[src/rtl/mem_arb_pkg.sv]
// Shared constants and FSM state encoding for the two-port memory arbiter.
package mem_arb_pkg;

    localparam int ADDR_W    = 8;
    localparam int DATA_W    = 32;
    localparam int MEM_DEPTH = 32;

    typedef enum logic [1:0] {
        IDLE  = 2'd0,
        ISSUE = 2'd1,
        WAIT  = 2'd2,
        ACK   = 2'd3
    } state_t;

endpackage

[src/rtl/mem_arb_pick.sv]
// Combinational 2-way grant picker; MEM_ARB_RR_EN selects round-robin,
// otherwise fixed priority with req0 winning.
module mem_arb_pick (
    input  logic req0,
    input  logic req1,
    input  logic last,
    output logic gnt
);

`ifdef MEM_ARB_RR_EN
    // On a tie the requester not served last wins; a lone requester always wins.
    always_comb begin
        gnt = req1;
        if (req0 && req1) begin
            gnt = ~last;
        end
    end
`else
    logic unused_last;
    assign unused_last = last;

    always_comb begin
        gnt = req1 & ~req0;
    end
`endif

endmodule

[src/rtl/mem_arbiter.sv]
// Two-port arbiter/sequencer in front of a single-port synchronous memory.
// Define MEM_ARB_RR_EN for round-robin arbitration (default: fixed priority).
module mem_arbiter
    import mem_arb_pkg::*;
(
    input  logic              clk,
    input  logic              reset,
    input  logic              req0,
    input  logic              req1,
    input  logic              wen0,
    input  logic              wen1,
    input  logic [ADDR_W-1:0] addr0,
    input  logic [ADDR_W-1:0] addr1,
    input  logic [DATA_W-1:0] wdata0,
    input  logic [DATA_W-1:0] wdata1,
    output logic              ack0,
    output logic              ack1,
    output logic [DATA_W-1:0] rdata,
    output logic              err,
    output logic              busy,
    output logic              m_cen,
    output logic              m_wen,
    output logic [ADDR_W-1:0] m_addr,
    output logic [DATA_W-1:0] m_din,
    input  logic [DATA_W-1:0] m_dout
);

    state_t            state;
    state_t            nstate;
    logic              gnt;
    logic              last;
    logic              sel_wen;
    logic [ADDR_W-1:0] sel_addr;
    logic [DATA_W-1:0] sel_wdata;
    logic              oor;
    logic              w_id;
    logic              w_wen;
    logic              w_err;

    mem_arb_pick u_pick (
        .req0 (req0),
        .req1 (req1),
        .last (last),
        .gnt  (gnt)
    );

`ifdef MEM_ARB_RR_EN
    // Reset value 1 means requester 0 is favoured first.
    always_ff @(posedge clk or posedge reset) begin
        if (reset) begin
            last <= 1'b1;
        end else if (state == IDLE && (req0 || req1)) begin
            last <= gnt;
        end
    end
`else
    assign last = 1'b1;
`endif

    always_comb begin
        sel_wen   = gnt ? wen1   : wen0;
        sel_addr  = gnt ? addr1  : addr0;
        sel_wdata = gnt ? wdata1 : wdata0;
        oor       = (sel_addr >= ADDR_W'(MEM_DEPTH));
    end

    always_ff @(posedge clk or posedge reset) begin
        if (reset) begin
            state <= IDLE;
        end else begin
            state <= nstate;
        end
    end

    always_comb begin
        nstate = state;
        case (state)
            IDLE:    if (req0 || req1) nstate = ISSUE;
            ISSUE:   nstate = WAIT;
            WAIT:    nstate = ACK;
            ACK:     nstate = IDLE;
            default: nstate = IDLE;
        endcase
    end

    assign busy = (state != IDLE);

    always_ff @(posedge clk or posedge reset) begin
        if (reset) begin
            w_id   <= 1'b0;
            w_wen  <= 1'b0;
            w_err  <= 1'b0;
            m_cen  <= 1'b0;
            m_wen  <= 1'b0;
            m_addr <= '0;
            m_din  <= '0;
            rdata  <= '0;
            err    <= 1'b0;
            ack0   <= 1'b0;
            ack1   <= 1'b0;
        end else begin
            case (state)
                IDLE: begin
                    if (req0 || req1) begin
                        w_id  <= gnt;
                        w_wen <= sel_wen;
                        w_err <= oor;
                        if (!oor) begin
                            m_cen  <= 1'b1;
                            m_wen  <= sel_wen;
                            m_addr <= sel_addr;
                            m_din  <= sel_wdata;
                        end
                    end
                end
                ISSUE: begin
                    m_cen <= 1'b0;
                    m_wen <= 1'b0;
                end
                WAIT: begin
                    // The memory's registered read data is valid one cycle after it sampled cen.
                    rdata <= (!w_wen && !w_err) ? m_dout : '0;
                    err   <= w_err;
                    ack0  <= ~w_id;
                    ack1  <= w_id;
                end
                ACK: begin
                    rdata <= '0;
                    err   <= 1'b0;
                    ack0  <= 1'b0;
                    ack1  <= 1'b0;
                end
                default: ;
            endcase
        end
    end

endmodule

[config.mk]
export PLATFORM = sky130hd
export DESIGN_NAME = mem_arbiter
export DESIGN_NICKNAME = d
export VERILOG_FILES = /design/src/rtl/mem_arb_pkg.sv /design/src/rtl/mem_arb_pick.sv /design/src/rtl/mem_arbiter.sv
export SDC_FILE = /design/constraint.sdc
export NUM_CORES = 1
export LEC_CHECK = 0
export BUFFER_PORTS_ARGS = -buffer_cell sky130_fd_sc_hd__buf_2
export CAP_MARGIN = 5
export CELL_PAD_IN_SITES_DETAIL_PLACEMENT = 1
export CELL_PAD_IN_SITES_GLOBAL_PLACEMENT = 2
export CORE_UTILIZATION = 24
export DETAILED_ROUTE_END_ITERATION = 10
export HOLD_SLACK_MARGIN = 0.02
export PLACE_DENSITY_LB_ADDON = 0.08
export REMOVE_ABC_BUFFERS = 1
export SLEW_MARGIN = 20
export SYNTH_ARGS = -nofsm -noshare
export SYNTH_HDL_FRONTEND = slang
export SYNTH_HIERARCHICAL = 1
export SYNTH_SLANG_ARGS = --single-unit
[constraint.sdc]
create_clock -name clk -period 2.5 [get_ports clk]
set_input_delay 0.5 -clock clk [delete_from_list [all_inputs] [get_ports clk]]
set_output_delay 0.5 -clock clk [all_outputs]
set_load 0.03 [all_outputs]
Word level (Yosys, flattened, before mapping)
Index checks and enable logic that the tools add are counted.
Widths: inputs -> output; s select.
Word-level totals
  register bits after elaboration: 82
Cells by class
  magnitude comparators: 1
  mux-type cells: 16
  eq/ne operators: 5
  reduce and logical (&&, ||, !) cells: 11
  bitwise operators: 4
Operator list (count)
  $mux 32: 2
  $pmux 32 s2: 1
  $pmux 1 s2: 5
  $ge 8x6->1 const B: 1
  $mux 8: 1
  $pmux 2 s4: 1
  $reduce_and 3->1: 2
  $reduce_bool 2->1: 3
  $mux 1: 5
  $eq 2x2->1 const B: 2
  $ne 2x2->1 const B: 2
  $not 1->1: 3
  $eq 2x1->1 const B: 1
  $logic_not 1->1: 2
  $logic_not 2->1: 1
  $mux 2: 1
  $reduce_and 2->1: 1
  $and 1x1->1: 1
  $logic_and 1x1->1: 1
  $logic_or 1x1->1: 1

Logic depth before layout (Yosys ltp)
  word-level depth: 7
  gate-level depth with buffers: 7
  mapped depth without buffers: 6

Modules after synthesis
The synthesis kept the hierarchy.
By module, submodules not included
  mem_arbiter: area an instance 3626.0 µm², cells each 288, times used 1, sequential area each 2052.0 µm²
  mem_arb_pick: area an instance 13.8 µm², cells each 1, times used 1, sequential area each 0.0 µm²

Worst setup path before layout
No wires, ideal clock.
  path kind: input port to flip-flop
  from: in req1
  to: reg m_wen
  path slack: 899 ps
  data arrival time: 1466 ps
  library setup time: 135 ps
  stages: 7
  path through: nor2b_4 buf_6 nor4_4 o21ai_4 buf_6 o211ai_2 o31ai_1
Between the ends
  cells in the longest elaborated chain, start to end: 5
  elaborated cells on any way between the ends: 11
Ends and longest elaborated chain
  start, declared: RTL line mem_arbiter.sv:9  | input logic req1,
  $and 1x1->1: RTL line mem_arb_pick.sv:23  | gnt = req1 & ~req0;
  $mux 8 or $mux 1 (tied branches): RTL line mem_arbiter.sv:62, mem_arbiter.sv:61
  $ge 8x6->1 or $mux 1 (tied branches): RTL line mem_arbiter.sv:64, mem_arbiter.sv:108
  $ne 2x2->1 (no source line) or $mux 1 (tied branches)
  $reduce_and 3->1 (no source line) or $pmux 1 s2 (tied branches)
  end signal, assigned: RTL line mem_arbiter.sv:110  | m_wen <= sel_wen;
  end, declared: RTL line mem_arbiter.sv:22  | output logic m_wen,
Several ways; a longest one is shown, not always the timed one. The select of a mux whose other input is x is not followed.
A chain may end at the register's enable or synchronous reset.

Final worst setup path
  from: reg state[0]
  to: out busy
Between the ends
  cells in the longest elaborated chain, start to end: 1
Ends and longest elaborated chain
  start, declared: RTL line mem_arbiter.sv:28  | state_t state;
  start signal, assigned: RTL line mem_arbiter.sv:71  | state <= nstate;
  $reduce_bool 2->1: RTL line mem_arbiter.sv:86  | assign busy = (state != IDLE);
  end, declared: RTL line mem_arbiter.sv:20  | output logic busy,
No other way between the ends.

==> metrics.md <==
| Metric | Value |
|---|---|
| Status | `finished with violations` |
| Failing checks | `DRC` |
| RePlAce Congestion | `0.675` |
| Post-DP HPWL | `7110 µm` |
| DP Cell Count | `654` |
| P&R area growth vs syn | `39.7%` |
| Filler cell count | `1,671` |
| Die H | `125 µm` |
| Power Density | `1120 mW/mm²` |
| Multi-input logic area | `0.00141 mm²` |
| First-pass GRT wire length | `16,100 µm` |
| Drt via density | `4.35` |
| Reg area | `0.00205 mm²` |
| Max-cap viol count | `0` |
| CTS clk-pin slew, worst paths | `0.06 ns` |
| Initial DRC Count | `90` |
| Setup tns final | `0 ns` |
| Post-Syn Area | `0.00364 mm²` |
| Startpoint types | `register` |
| Total grt overflow | `0` |
| Root Buffer | `clkbuf_16` |
| CTS Sinks | `82` |
| Global Route Usage Sum | `13.3%` |
| Clock tree buffer depth | `2` |
| CP Capture Type | `output pin` |
| Skew final | `0.00569 ns` |
| Routed Antenna Nets | `0` |
| Worst reg-to-reg path cell count | `5` |
| Die Wd | `125 µm` |
| Min Clock Period, post-route | `1.94 ns` |
| Initial antenna violation count | `0` |
| Setup slack, reg-to-reg | `0.72 ns` |
| CP required | `2.00 ns` |
| CTS buffer count | `9` |
| Final period util | `77.4%` |
| Row count | `44` |
| Final hold violations | `0` |
| Hold_buf cts | `0` |
| Gates resized, CTS repair | `0` |
| # nets final | `603` |
| Mapped Cells | `288` |
| Leakage | `0.00271 µW` |
| Reg-to-Reg Start | `state[0]` |
| Die ar. | `0.0156 mm²` |
| Hold Slack | `0.253 ns` |
| Syn_area_per_cell | `12.6 µm²` |
| Worst skew pair latency | `0.33 ns` |
| Share of cells above drive strength 1 | `52.3%` |
| Finish-stage setup viols | `0` |
| Drt wl/cell | `14.8 µm` |
| Core ar. | `0.0146 mm²` |
| Ant diodes | `0` |
| DRC violations left | `30` |
| Synth warn | `6` |
| Routed Wire Length | `9880 µm` |
| Max VDD drop | `0.383 mV` |
| FF-to-FF End | `rdata[19]` |
| IO Port Bufs | `195` |
| CTS tree | `built` |
| Htree depth | `3` |
| Headroom to the max-slew limit | `69.0%` |
| TritonRoute pass-1 iters | `8` |
| Slew @ Worst Pin | `0.464 ns` |
| Arr. time, crit path | `1.44 ns` |
| RSZ-0062 raised after global routing | `no` |
| Max FO, Critical Path | `6` |
| Post-route insts no fill | `670` |
| DR vias | `2,917` |
| Top-Level Pins | `196` |
| Hold Path Class | `in -> async` |
| Pin count of the biggest net entering global routing | `83` |
| Post CTS Setup Buffer Count | `0` |
| Fmax achieved | `517 MHz` |
| Initial core utilization | `24.8%` |
| Final Slew Violations | `0` |
| CP Class | `reg -> out` |
| Vias in the first global route | `2,986` |
placed cells by master, fill, tap and decap left out:
cell	n
nor4b_4	2
ha_1	4
o21a_1	2
clkbuf_8	2
a31oi_1	1
o31ai_1	1
buf_2	195
o21ai_4	1
and2_1	3
nor2_2	1
nor2_1	6
buf_4	4
o21ai_0	2
a22o_1	32
clkbuf_16	9
clkinv_2	2
mux2i_1	41
inv_1	6
nand2_1	40
o211ai_2	1
bufinv_16	1
buf_12	3
a21oi_1	2
dfrtp_1	82
o21ai_2	30
a21oi_2	1
o21ai_1	7
clkbuf_1	3
nor2b_4	1
nor4_4	1
layer usage:
metal / global-route usage [%] / routed length, µm / vias up
li1: - / - / 1414
met1: 17.3 / 4480 / 1358
met2: 19.9 / 4280 / 134
met3: 4.45 / 951 / 11
met4: 6.03 / 178 / 0
met5: 0 / 0 / -
stage by stage:
stage               instance area, µm²  total power [µW]  utilization [%]  setup slack [ns]
floorplan                         3480              3570                -            -0.932
global placement                  4780              4380             32.6             0.661
detailed placement                4780              4420             32.6             0.626
CTS                               5080              5810             34.7             0.528
global route                      5080              6070             34.7             0.493
finish                            5080              5680             34.7             0.564
power breakdown:
part           switching [µW]  leakage, µW  internal (µW)
clock network             516     0.000147            829
registers                 240      0.00108           1760
logic                    1610      0.00148            730
total                    2370      0.00271           3310
critical path: stages (launching register included):
cell and delay [ns]:
dfrtp_1 0.39, inv_1 0.09, ha_1 0.22, buf_4 0.16, inv_1 0.05, buf_2 0.19
worst max-delay path by stage:
stage,cells past startpoint,start,end
final,5,state[0],busy
after global routing,5,state[0],busy
after CTS,5,state[0],busy
after detailed placement,6,req1,m_addr[5]
after global placement,6,req1,m_addr[6]
after floorplan,5,req1,m_cen
final cells by class:
type | instances | share of cell area [%]
Inverter | 7 | 0.542
Clock inverter | 2 | 0.690
Tap cell | 184 | 4.53
Timing Repair Buffer | 202 | 21.0
Clock buffer | 14 | 5.20
Sequential cell | 82 | 40.4
Multi-Input combinational cell | 179 | 27.7
sequential cells by signal, summed over array words and instances (netlist names):
name,flops
ack0,1
ack1,1
err,1
m_addr,8
m_cen,1
m_din,32
m_wen,1
rdata,32
state,2
w_err,1
w_id,1
w_wen,1
(Power assumes the default switching activity.)
